[src/rtl/cgra_config_pkg.sv]
// Shared types for the CGRA configuration path: loader FSM states and the packed PE config entry.
package cgra_config_pkg;

  localparam int PE_ROW_BIT_LENGTH       = 3;
  localparam int PE_COLUMN_BIT_LENGTH    = 3;
  localparam int INPUT_NUM_BIT_LENGTH    = 3;
  localparam int OPERATION_BIT_LENGTH    = 5;
  localparam int DATA_WIDTH              = 16;
  localparam int CONTEXT_SIZE_BIT_LENGTH = 4;

  typedef enum logic [1:0] {
    IDLE  = 2'd0,
    LOAD  = 2'd1,
    CHECK = 2'd2,
    START = 2'd3
  } loader_state_t;

  // Row/column are one bit wider than the default array needs so out-of-range targets are expressible.
  typedef struct packed {
    logic [PE_ROW_BIT_LENGTH-1:0]       row;
    logic [PE_COLUMN_BIT_LENGTH-1:0]    column;
    logic [INPUT_NUM_BIT_LENGTH-1:0]    in1;
    logic [INPUT_NUM_BIT_LENGTH-1:0]    in2;
    logic [OPERATION_BIT_LENGTH-1:0]    op;
    logic [DATA_WIDTH-1:0]              const_data;
    logic [CONTEXT_SIZE_BIT_LENGTH-1:0] ctx;
  } cfg_entry_t;

endpackage

[src/rtl/cgra_config_loader_if.sv]
// Valid/ready stream carrying one PE configuration entry per beat from the host into the loader.
interface cgra_config_loader_if;
  import cgra_config_pkg::*;

  logic                               cfg_valid;
  logic                               cfg_ready;
  logic [PE_ROW_BIT_LENGTH-1:0]       cfg_row;
  logic [PE_COLUMN_BIT_LENGTH-1:0]    cfg_column;
  logic [INPUT_NUM_BIT_LENGTH-1:0]    cfg_input_index_1;
  logic [INPUT_NUM_BIT_LENGTH-1:0]    cfg_input_index_2;
  logic [OPERATION_BIT_LENGTH-1:0]    cfg_op;
  logic [DATA_WIDTH-1:0]              cfg_const_data;
  logic [CONTEXT_SIZE_BIT_LENGTH-1:0] cfg_context_index;

  modport master (
    output cfg_valid, cfg_row, cfg_column, cfg_input_index_1, cfg_input_index_2,
           cfg_op, cfg_const_data, cfg_context_index,
    input  cfg_ready
  );

  modport slave (
    input  cfg_valid, cfg_row, cfg_column, cfg_input_index_1, cfg_input_index_2,
           cfg_op, cfg_const_data, cfg_context_index,
    output cfg_ready
  );

endinterface

[src/rtl/cgra_config_loader.sv]
// Replays streamed PE config entries as write_config_data pulses, then fires start_exec once per session.
// CGRA_CONFIG_LOADER_CHECKSUM_EN adds a CHECK state consuming an XOR trailer beat before START.
module cgra_config_loader
  import cgra_config_pkg::*;
#(
  parameter int PE_ROW_SIZE       = 4,
  parameter int PE_COLUMN_SIZE    = 4,
  parameter int ENTRY_COUNT_WIDTH = 16
) (
  input  logic                               clk,
  input  logic                               reset_n,
  input  logic                               load_start,
  input  logic [ENTRY_COUNT_WIDTH-1:0]       load_entry_count,
  input  logic [CONTEXT_SIZE_BIT_LENGTH-1:0] load_context_max_id,
  input  logic                               load_abort,
  cgra_config_loader_if.slave                cfg,
  output logic [PE_ROW_BIT_LENGTH-1:0]       config_PE_row_index,
  output logic [PE_COLUMN_BIT_LENGTH-1:0]    config_PE_column_index,
  output logic [INPUT_NUM_BIT_LENGTH-1:0]    config_input_PE_index_1,
  output logic [INPUT_NUM_BIT_LENGTH-1:0]    config_input_PE_index_2,
  output logic [OPERATION_BIT_LENGTH-1:0]    config_op,
  output logic [DATA_WIDTH-1:0]              config_const_data,
  output logic [CONTEXT_SIZE_BIT_LENGTH-1:0] config_index,
  output logic                               write_config_data,
  output logic                               start_exec,
  output logic [CONTEXT_SIZE_BIT_LENGTH-1:0] mapping_context_max_id,
  output logic                               busy,
  output logic                               done,
  output logic                               error
);

  loader_state_t                      state_q, state_d;
  logic [ENTRY_COUNT_WIDTH-1:0]       cnt_q, cnt_d;
  logic [CONTEXT_SIZE_BIT_LENGTH-1:0] max_id_q, max_id_d;
  cfg_entry_t                         entry_q, entry_d;
  logic                               err_q, err_d;
  logic                               wr_q, wr_d;
  logic                               start_q, start_d;
  logic                               done_q, done_d;
`ifdef CGRA_CONFIG_LOADER_CHECKSUM_EN
  logic [DATA_WIDTH-1:0]              csum_q, csum_d;
`endif

  cfg_entry_t in_entry;
  logic       in_range;

  always_comb begin
    in_entry.row        = cfg.cfg_row;
    in_entry.column     = cfg.cfg_column;
    in_entry.in1        = cfg.cfg_input_index_1;
    in_entry.in2        = cfg.cfg_input_index_2;
    in_entry.op         = cfg.cfg_op;
    in_entry.const_data = cfg.cfg_const_data;
    in_entry.ctx        = cfg.cfg_context_index;
    in_range = (int'(cfg.cfg_row) < PE_ROW_SIZE) && (int'(cfg.cfg_column) < PE_COLUMN_SIZE);
  end

  always_comb begin
    state_d       = state_q;
    cnt_d         = cnt_q;
    max_id_d      = max_id_q;
    entry_d       = entry_q;
    err_d         = err_q;
    wr_d          = 1'b0;
    start_d       = 1'b0;
    done_d        = 1'b0;
    cfg.cfg_ready = 1'b0;
`ifdef CGRA_CONFIG_LOADER_CHECKSUM_EN
    csum_d        = csum_q;
`endif
    unique case (state_q)
      IDLE: begin
        if (load_start) begin
          cnt_d    = load_entry_count;
          max_id_d = load_context_max_id;
          err_d    = 1'b0;
`ifdef CGRA_CONFIG_LOADER_CHECKSUM_EN
          csum_d   = '0;
`endif
          state_d  = (load_entry_count == '0) ? START : LOAD;
        end
      end
      LOAD: begin
        // Abort withholds ready so a coincident beat is never taken.
        cfg.cfg_ready = !load_abort;
        if (load_abort) begin
          state_d = IDLE;
        end else if (cfg.cfg_valid) begin
          entry_d = in_entry;
          wr_d    = in_range;
          if (!in_range) err_d = 1'b1;
          cnt_d   = cnt_q - ENTRY_COUNT_WIDTH'(1);
`ifdef CGRA_CONFIG_LOADER_CHECKSUM_EN
          csum_d  = csum_q ^ cfg.cfg_const_data;
          if (cnt_q == ENTRY_COUNT_WIDTH'(1)) state_d = CHECK;
`else
          if (cnt_q == ENTRY_COUNT_WIDTH'(1)) state_d = START;
`endif
        end
      end
`ifdef CGRA_CONFIG_LOADER_CHECKSUM_EN
      CHECK: begin
        cfg.cfg_ready = !load_abort;
        if (load_abort) begin
          state_d = IDLE;
        end else if (cfg.cfg_valid) begin
          if (csum_q != cfg.cfg_const_data) err_d = 1'b1;
          state_d = START;
        end
      end
`endif
      START: begin
        if (load_abort) begin
          state_d = IDLE;
        end else begin
          start_d = !err_q;
          done_d  = 1'b1;
          state_d = IDLE;
        end
      end
      default: state_d = IDLE;
    endcase
  end

  always_ff @(posedge clk or negedge reset_n) begin
    if (!reset_n) begin
      state_q  <= IDLE;
      cnt_q    <= '0;
      max_id_q <= '0;
      entry_q  <= '0;
      err_q    <= 1'b0;
      wr_q     <= 1'b0;
      start_q  <= 1'b0;
      done_q   <= 1'b0;
`ifdef CGRA_CONFIG_LOADER_CHECKSUM_EN
      csum_q   <= '0;
`endif
    end else begin
      state_q  <= state_d;
      cnt_q    <= cnt_d;
      max_id_q <= max_id_d;
      entry_q  <= entry_d;
      err_q    <= err_d;
      wr_q     <= wr_d;
      start_q  <= start_d;
      done_q   <= done_d;
`ifdef CGRA_CONFIG_LOADER_CHECKSUM_EN
      csum_q   <= csum_d;
`endif
    end
  end

  assign config_PE_row_index     = entry_q.row;
  assign config_PE_column_index  = entry_q.column;
  assign config_input_PE_index_1 = entry_q.in1;
  assign config_input_PE_index_2 = entry_q.in2;
  assign config_op               = entry_q.op;
  assign config_const_data       = entry_q.const_data;
  assign config_index            = entry_q.ctx;
  assign write_config_data       = wr_q;
  assign start_exec              = start_q;
  assign done                    = done_q;
  assign error                   = err_q;
  assign mapping_context_max_id  = max_id_q;
  assign busy                    = (state_q != IDLE);

endmodule

[src/flat_wrapper.sv]
// flat-port wrapper written by rule: the top's interface ports become plain ports
module cgra_config_loader_flat import cgra_config_pkg::*;
#(
  parameter int PE_ROW_SIZE       = 4,
  parameter int PE_COLUMN_SIZE    = 4,
  parameter int ENTRY_COUNT_WIDTH = 16
)
  (clk, reset_n, load_start, load_entry_count, load_context_max_id, load_abort, config_PE_row_index, config_PE_column_index, config_input_PE_index_1, config_input_PE_index_2, config_op, config_const_data, config_index, write_config_data, start_exec, mapping_context_max_id, busy, done, error, cfg_cfg_valid, cfg_cfg_row, cfg_cfg_column, cfg_cfg_input_index_1, cfg_cfg_input_index_2, cfg_cfg_op, cfg_cfg_const_data, cfg_cfg_context_index, cfg_cfg_ready);
  cgra_config_loader_if cfg_i ();
  input  logic clk;
  input  logic reset_n;
  input  logic load_start;
  input  logic [ENTRY_COUNT_WIDTH-1:0] load_entry_count;
  input  logic [CONTEXT_SIZE_BIT_LENGTH-1:0] load_context_max_id;
  input  logic load_abort;
  output logic [PE_ROW_BIT_LENGTH-1:0] config_PE_row_index;
  output logic [PE_COLUMN_BIT_LENGTH-1:0] config_PE_column_index;
  output logic [INPUT_NUM_BIT_LENGTH-1:0] config_input_PE_index_1;
  output logic [INPUT_NUM_BIT_LENGTH-1:0] config_input_PE_index_2;
  output logic [OPERATION_BIT_LENGTH-1:0] config_op;
  output logic [DATA_WIDTH-1:0] config_const_data;
  output logic [CONTEXT_SIZE_BIT_LENGTH-1:0] config_index;
  output logic write_config_data;
  output logic start_exec;
  output logic [CONTEXT_SIZE_BIT_LENGTH-1:0] mapping_context_max_id;
  output logic busy;
  output logic done;
  output logic error;
  input wire logic [$bits(cfg_i.cfg_valid)-1:0] cfg_cfg_valid;
  input wire logic [$bits(cfg_i.cfg_row)-1:0] cfg_cfg_row;
  input wire logic [$bits(cfg_i.cfg_column)-1:0] cfg_cfg_column;
  input wire logic [$bits(cfg_i.cfg_input_index_1)-1:0] cfg_cfg_input_index_1;
  input wire logic [$bits(cfg_i.cfg_input_index_2)-1:0] cfg_cfg_input_index_2;
  input wire logic [$bits(cfg_i.cfg_op)-1:0] cfg_cfg_op;
  input wire logic [$bits(cfg_i.cfg_const_data)-1:0] cfg_cfg_const_data;
  input wire logic [$bits(cfg_i.cfg_context_index)-1:0] cfg_cfg_context_index;
  output wire logic [$bits(cfg_i.cfg_ready)-1:0] cfg_cfg_ready;
  assign cfg_i.cfg_valid = cfg_cfg_valid;
  assign cfg_i.cfg_row = cfg_cfg_row;
  assign cfg_i.cfg_column = cfg_cfg_column;
  assign cfg_i.cfg_input_index_1 = cfg_cfg_input_index_1;
  assign cfg_i.cfg_input_index_2 = cfg_cfg_input_index_2;
  assign cfg_i.cfg_op = cfg_cfg_op;
  assign cfg_i.cfg_const_data = cfg_cfg_const_data;
  assign cfg_i.cfg_context_index = cfg_cfg_context_index;
  assign cfg_cfg_ready = cfg_i.cfg_ready;
  cgra_config_loader #(.PE_ROW_SIZE(PE_ROW_SIZE), .PE_COLUMN_SIZE(PE_COLUMN_SIZE), .ENTRY_COUNT_WIDTH(ENTRY_COUNT_WIDTH)) u_core (.clk(clk), .reset_n(reset_n), .load_start(load_start), .load_entry_count(load_entry_count), .load_context_max_id(load_context_max_id), .load_abort(load_abort), .cfg(cfg_i), .config_PE_row_index(config_PE_row_index), .config_PE_column_index(config_PE_column_index), .config_input_PE_index_1(config_input_PE_index_1), .config_input_PE_index_2(config_input_PE_index_2), .config_op(config_op), .config_const_data(config_const_data), .config_index(config_index), .write_config_data(write_config_data), .start_exec(start_exec), .mapping_context_max_id(mapping_context_max_id), .busy(busy), .done(done), .error(error));
endmodule
[config.mk]
export PLATFORM = sky130hd
export DESIGN_NAME = cgra_config_loader_flat
export DESIGN_NICKNAME = d
export VERILOG_FILES = /design/src/rtl/cgra_config_pkg.sv /design/src/rtl/cgra_config_loader_if.sv /design/src/rtl/cgra_config_loader.sv /design/src/flat_wrapper.sv
export SDC_FILE = /design/constraint.sdc
export NUM_CORES = 1
export LEC_CHECK = 0
export ABC_CLOCK_PERIOD_IN_PS = 2700
export CAP_MARGIN = 20
export CELL_PAD_IN_SITES_DETAIL_PLACEMENT = 1
export CELL_PAD_IN_SITES_GLOBAL_PLACEMENT = 1
export CORE_MARGIN = 4
export CORE_UTILIZATION = 33
export DETAILED_ROUTE_END_ITERATION = 8
export GPL_TIMING_DRIVEN = 0
export HOLD_SLACK_MARGIN = 0.02
export PLACE_DENSITY_LB_ADDON = 0.1
export SYNTH_ARGS = -nofsm -noshare
export SYNTH_HDL_FRONTEND = slang
export SYNTH_SLANG_ARGS = --single-unit
[constraint.sdc]
create_clock -name clk -period 2.7 [get_ports clk]
set_clock_uncertainty 0.15 [all_clocks]
set_input_delay 0.405 -clock clk [delete_from_list [all_inputs] [get_ports clk]]
set_output_delay 0.405 -clock clk [all_outputs]
set_load 0.1 [all_outputs]
* Word-level counts from Yosys, hierarchy flattened
Index checks and enable logic that the tools add are counted.
** Storage, ports and cells
- Bits in registers :: 63
** Operators by class
- Equal/unequal tests :: 9
- Bitwise gates (word level) :: 1
- Add/sub/neg operators :: 1
- Reductions and logical operators :: 12
- Muxes and demuxes :: 23
- Order comparisons :: 2
** Operator list (number)
- 16-bit two-way mux :: 3
- 16-bit case mux with 2 select lines :: 1
- 16-bit by 1-bit equality test with 1-bit output (second input constant) :: 1
- 16-bit zero test :: 1
- 16-bit by 1-bit subtractor with 16-bit output (second input constant) :: 1
- 1-bit two-way mux :: 12
- 2-bit two-way mux :: 5
- 2-bit inequality test (second input constant) :: 4
- 3-bit less-than comparator (second input constant) :: 2
- 3-bit AND reduction :: 2
- 5-bit AND reduction :: 1
- 2-bit case mux with 2 select lines :: 1
- 4-bit AND reduction :: 1
- 2-bit nonzero test :: 2
- 3-bit by 2-bit inequality test with 1-bit output (second input constant) :: 1
- 3-bit inequality test (second input constant) :: 1
- 2-bit by 1-bit equality test with 1-bit output (second input constant) :: 1
- 2-bit equality test (second input constant) :: 1
- 1-bit zero test :: 2
- 2-bit zero test :: 1
- 1-bit case mux with 2 select lines :: 1
- 2-bit AND reduction :: 1
- 1-bit logical AND :: 1
- 1-bit inverter :: 1

* Depth between registers and ports, before layout
- Word-level depth :: 6
- Mapped depth :: 6
- Depth with buffers taken out :: 6

* Worst setup path after synthesis
OpenSTA, ideal clock, no wires.
- Path type :: reg2out
- Start :: reg u_core.state_q[0]
- End :: out cfg_cfg_ready
- Data arrival time :: 1492 ps
- Buffers on the path :: 0
- Setup slack :: 653 ps
- Stages on the path, launching flop included :: 3
- Cell sequence :: dfrtp_1 or3b_2 inv_1
** On the way
- Longest elaborated chain between the ends :: 2
** Ends and longest elaborated chain
- start, declared :: RTL line cgra_config_loader.sv:32 : loader_state_t state_q, state_d;
- start signal, assigned :: RTL line cgra_config_loader.sv:139 : state_q <= state_d;
- 2-bit by 1-bit equality test with 1-bit output :: RTL line cgra_config_loader.sv:71 : unique case (state_q)
- 1-bit two-way mux :: RTL line cgra_config_loader.sv:71
- end, declared :: RTL line flat_wrapper.sv:37 : output wire logic [$bits(cfg_i.cfg_ready)-1:0] cfg_cfg_ready;
No other way between the ends.

* Worst setup path after layout
- Start :: in load_abort
- End :: out cfg_cfg_ready
** On the way
- Longest elaborated chain between the ends :: 2
** Ends and longest elaborated chain
- start, declared :: RTL line flat_wrapper.sv:15 : input logic load_abort;
- 1-bit zero test :: RTL line cgra_config_loader.sv:85 : cfg.cfg_ready = !load_abort;
- 1-bit two-way mux :: RTL line cgra_config_loader.sv:71
No other way between the ends.

==> metrics.cfg <==
[finish]
area_growth_pct=49.0
final_core_utilization_pct=51.1
final_nets=423
antennaDiodeCount=0
final-seq-area_um2=1580
layout-drive-gt1-share_pct=19.1
multi_input_gate_area_um2=1200
fillCellCount=906

[synth]
yosys.area.top_type=dfrtp_1
synthesis.instances=240
post-synth-top-count-cell=dfrtp_1
avgSynthCellArea_um2=11.9
synth_edf_count=0
yosys.area.top_type_share_pct=55.4
synth_area_leaders=dfrtp_1 (55%), mux2_2 (16%), a21oi_1 (2.5%), nand2_1 (1.8%), nor4_1 (1.8%)
synth_top_flop_cell=dfrtp_1
seq_area_frac_synth_pct=55.4
yosys_warnings=0
synth_cell_types=41
syn-num-nets=304
flip_flop_and_latch_count_after_synthesis=63
synth_common_cells=dfrtp_1 (63), mux2_2 (41), a21oi_1 (14), nand2_1 (14), nor2_1 (11)
async_flop_share_pct=100
post_synth_instance_area_um2=2850

[flow_run]
max_cap_viol_count=0

[pwr]
power.density_cell_area_nw_per_um2=1100
irDropWorstVdd_mv=0.557
clockPowerShare_pct=17.1
power.static_leakage_uw=0.00168
net-switching-power_uw=2350
sequentialPowerShare_pct=30.5
p_sw_share_pct=50.4
combinationalPowerShare_pct=52.4
power.internal_uw=2320
fin_total_pwr_uw=4670

[status]
run_status=finished, violations left
violations_in_the_final_reports=hold timing

[timing]
clock.fmax_mhz=382
finalWorstSetupSlack_ns=0.0843
hold_viol=7
timing.slew.headroom_pct=32.5
timing_worst_slew_pin_value_ns=1.01
rsz0062_at_grt=no
report.final.setup_viol=0
final-max-slew-violation-count=0
final.period_utilization_pct=96.9
timing.final.crit_period_ns=2.62
fin_hold_ws_ns=-0.0144

[global_route]
grt_remaining_overflow=0
grt.total_usage_pct=16.9
grt_pass1_vias=2618
grt_max_degree=64
grt_first_pass_wirelength_mm=13.2
antenna_found_initial=0

[clock_tree]
worst_setup_hold_path_clk_slew_ns=0.07
cts_sinks=63
source_to_sink_clock_delay_at_the_later_pin_of_the_worst_skew_pair_ns=0.33
tritoncts=yes
clock_tree.htree_level_count=3
clockBufferDepth=2
cts_root_buffer=clkbuf_8
number_of_cts_inserted_buffers=9
postCtsSetupRepairBufs=0
postCtsHoldBufs=0

[routing]
first_pass_iters=4
initialDrtViolationCount=53
wl_mm=8.37
wl_per_cell_um=17.9
route.antenna.remaining_nets=0
detailed_route_drc_error_count=0
detailroute.via_count=2397
vias_per_cell=5.13

[placed_design]
gp_congestion=0.793
pre_cts_slack_ns=-0.507
place.detailed.hpwl_mm=6.10
port_buffers=108

[floorplanning]
floorplan.initialDensity_pct=34.3
io_pins=109
placement_rows=33
die_height_um=101
core_area_um2=8300
die_x_um=101
die_area_um2=10200

[critical_path]
critical_path_required_ns=2.14
setup.worst_path.start_class=input pin
ff2ff_setup_slack_ns=0.43
endpoint_kind=output port
worst-r2r-cell-count=4
critical_r2r_launch=u_core.cnt_q[6]
critical_path_arrival_ns=2.06
criticalPathCategory=input pin to output port
reg2reg_to=u_core.cnt_q[15]
worst-path-max-fanout=5

[worst_hold_path]
holdCritPathClass=input pin to asynchronous set/reset pin

[state kept, by name, indices dropped and copies added (netlist names)]
name                            cells
u_core.error                        1
u_core.done                         1
u_core.config_op                    5
u_core.state_q                      2
u_core.config_input_PE_index_2      3
u_core.config_const_data           16
u_core.write_config_data            1
u_core.config_index                 4
u_core.cnt_q                       16
u_core.config_input_PE_index_1      3
u_core.mapping_context_max_id       4
u_core.config_PE_column_index       3
u_core.config_PE_row_index          3
u_core.start_exec                   1
[layer usage]
layer  track usage, %  part of all wire, %  vias up  wire length [µm]
li1                 -                    -     1129                 -
met1             20.0                   41     1195              3420
met2             28.2                   51       68              4240
met3             7.06                  7.9        5               659
met4             4.46                 0.61        0                51
met5                0                    0        -                 0
[worst max-delay path by stage]
stage,cells past startpoint,start,to
2_1_floorplan,2,u_core.state_q[0],cfg_cfg_ready
3_3_place_gp,1,reset_n,u_core.config_const_data[13]
3_5_place_dp,4,load_abort,cfg_cfg_ready
4_1_cts,4,load_abort,cfg_cfg_ready
5_1_grt,4,load_abort,cfg_cfg_ready
6_report,4,load_abort,cfg_cfg_ready
[final cells by class]
type                       instances  area share, %
timing repair buffer             108           25.4
inverter                           3          0.265
multi-input combinational        161           28.4
sequential                        63           37.2
tap                              105           3.10
clock buffer                      10           3.24
clock inverter                     4           1.12
buffer                            13           1.30
[stage by stage]
step                TNS [ns]  cells  instance area (µm²)
finish                     0    467                 4240
global route               0    467                 4240
CTS                        0    467                 4240
detailed placement    -0.507    453                 4060
global placement      -82.89    453                 4060
floorplan                  0    240                 2850
[repair_timing]
item                                    in CTS  in global routing
resized for setup                            4                  0
hold endpoints to repair                     0                  0
endpoints found under the setup margin       2                  0
[cell usage in the layout, fill, tap and decap left out, types with 4 or more instances in the layout]
master and count:
o22ai_1 5, nand3_1 4, clkbuf_1 8, nor3_1 6
a2bb2oi_1 4, a21oi_1 14, clkdlybuf4s50_1 105, clkbuf_8 10
buf_2 5, nor4_1 8, dfrtp_1 63, nand2b_1 4
nand2_1 14, mux2_2 41, nor2_1 11, o21ai_0 9
[power by group through the flow]
| stage | Combinational [µW] | Sequential (µW) | Clock [µW] |
|---|---|---|---|
| finish | 2450 | 1420 | 798 |
| global route | 2550 | 1460 | 874 |
| CTS | 2470 | 1430 | 839 |
| detailed placement | 2460 | 1440 | 0 |
| global placement | 2440 | 1420 | 0 |
| floorplan | 492 | 2730 | 0 |
[worst max-delay path: stages]
cell,delay (ns)
clkdlybuf4s50_1,0.48
or3b_2,0.54
inv_1,0.07
clkdlybuf4s15_2,0.56
[kinds of logic (layout without fill, tap and decap cells)]
logic type	Yosys count	count (layout)	synth area share, %
simple gates	67	67	13.1
flops	63	63	55.4
compound gates	48	48	11.0
mux	44	44	17.3
buf+inv	16	138	2.33
fa+ha+maj	2	2	0.879
Note: power is estimated with default switching activity, not from simulation.
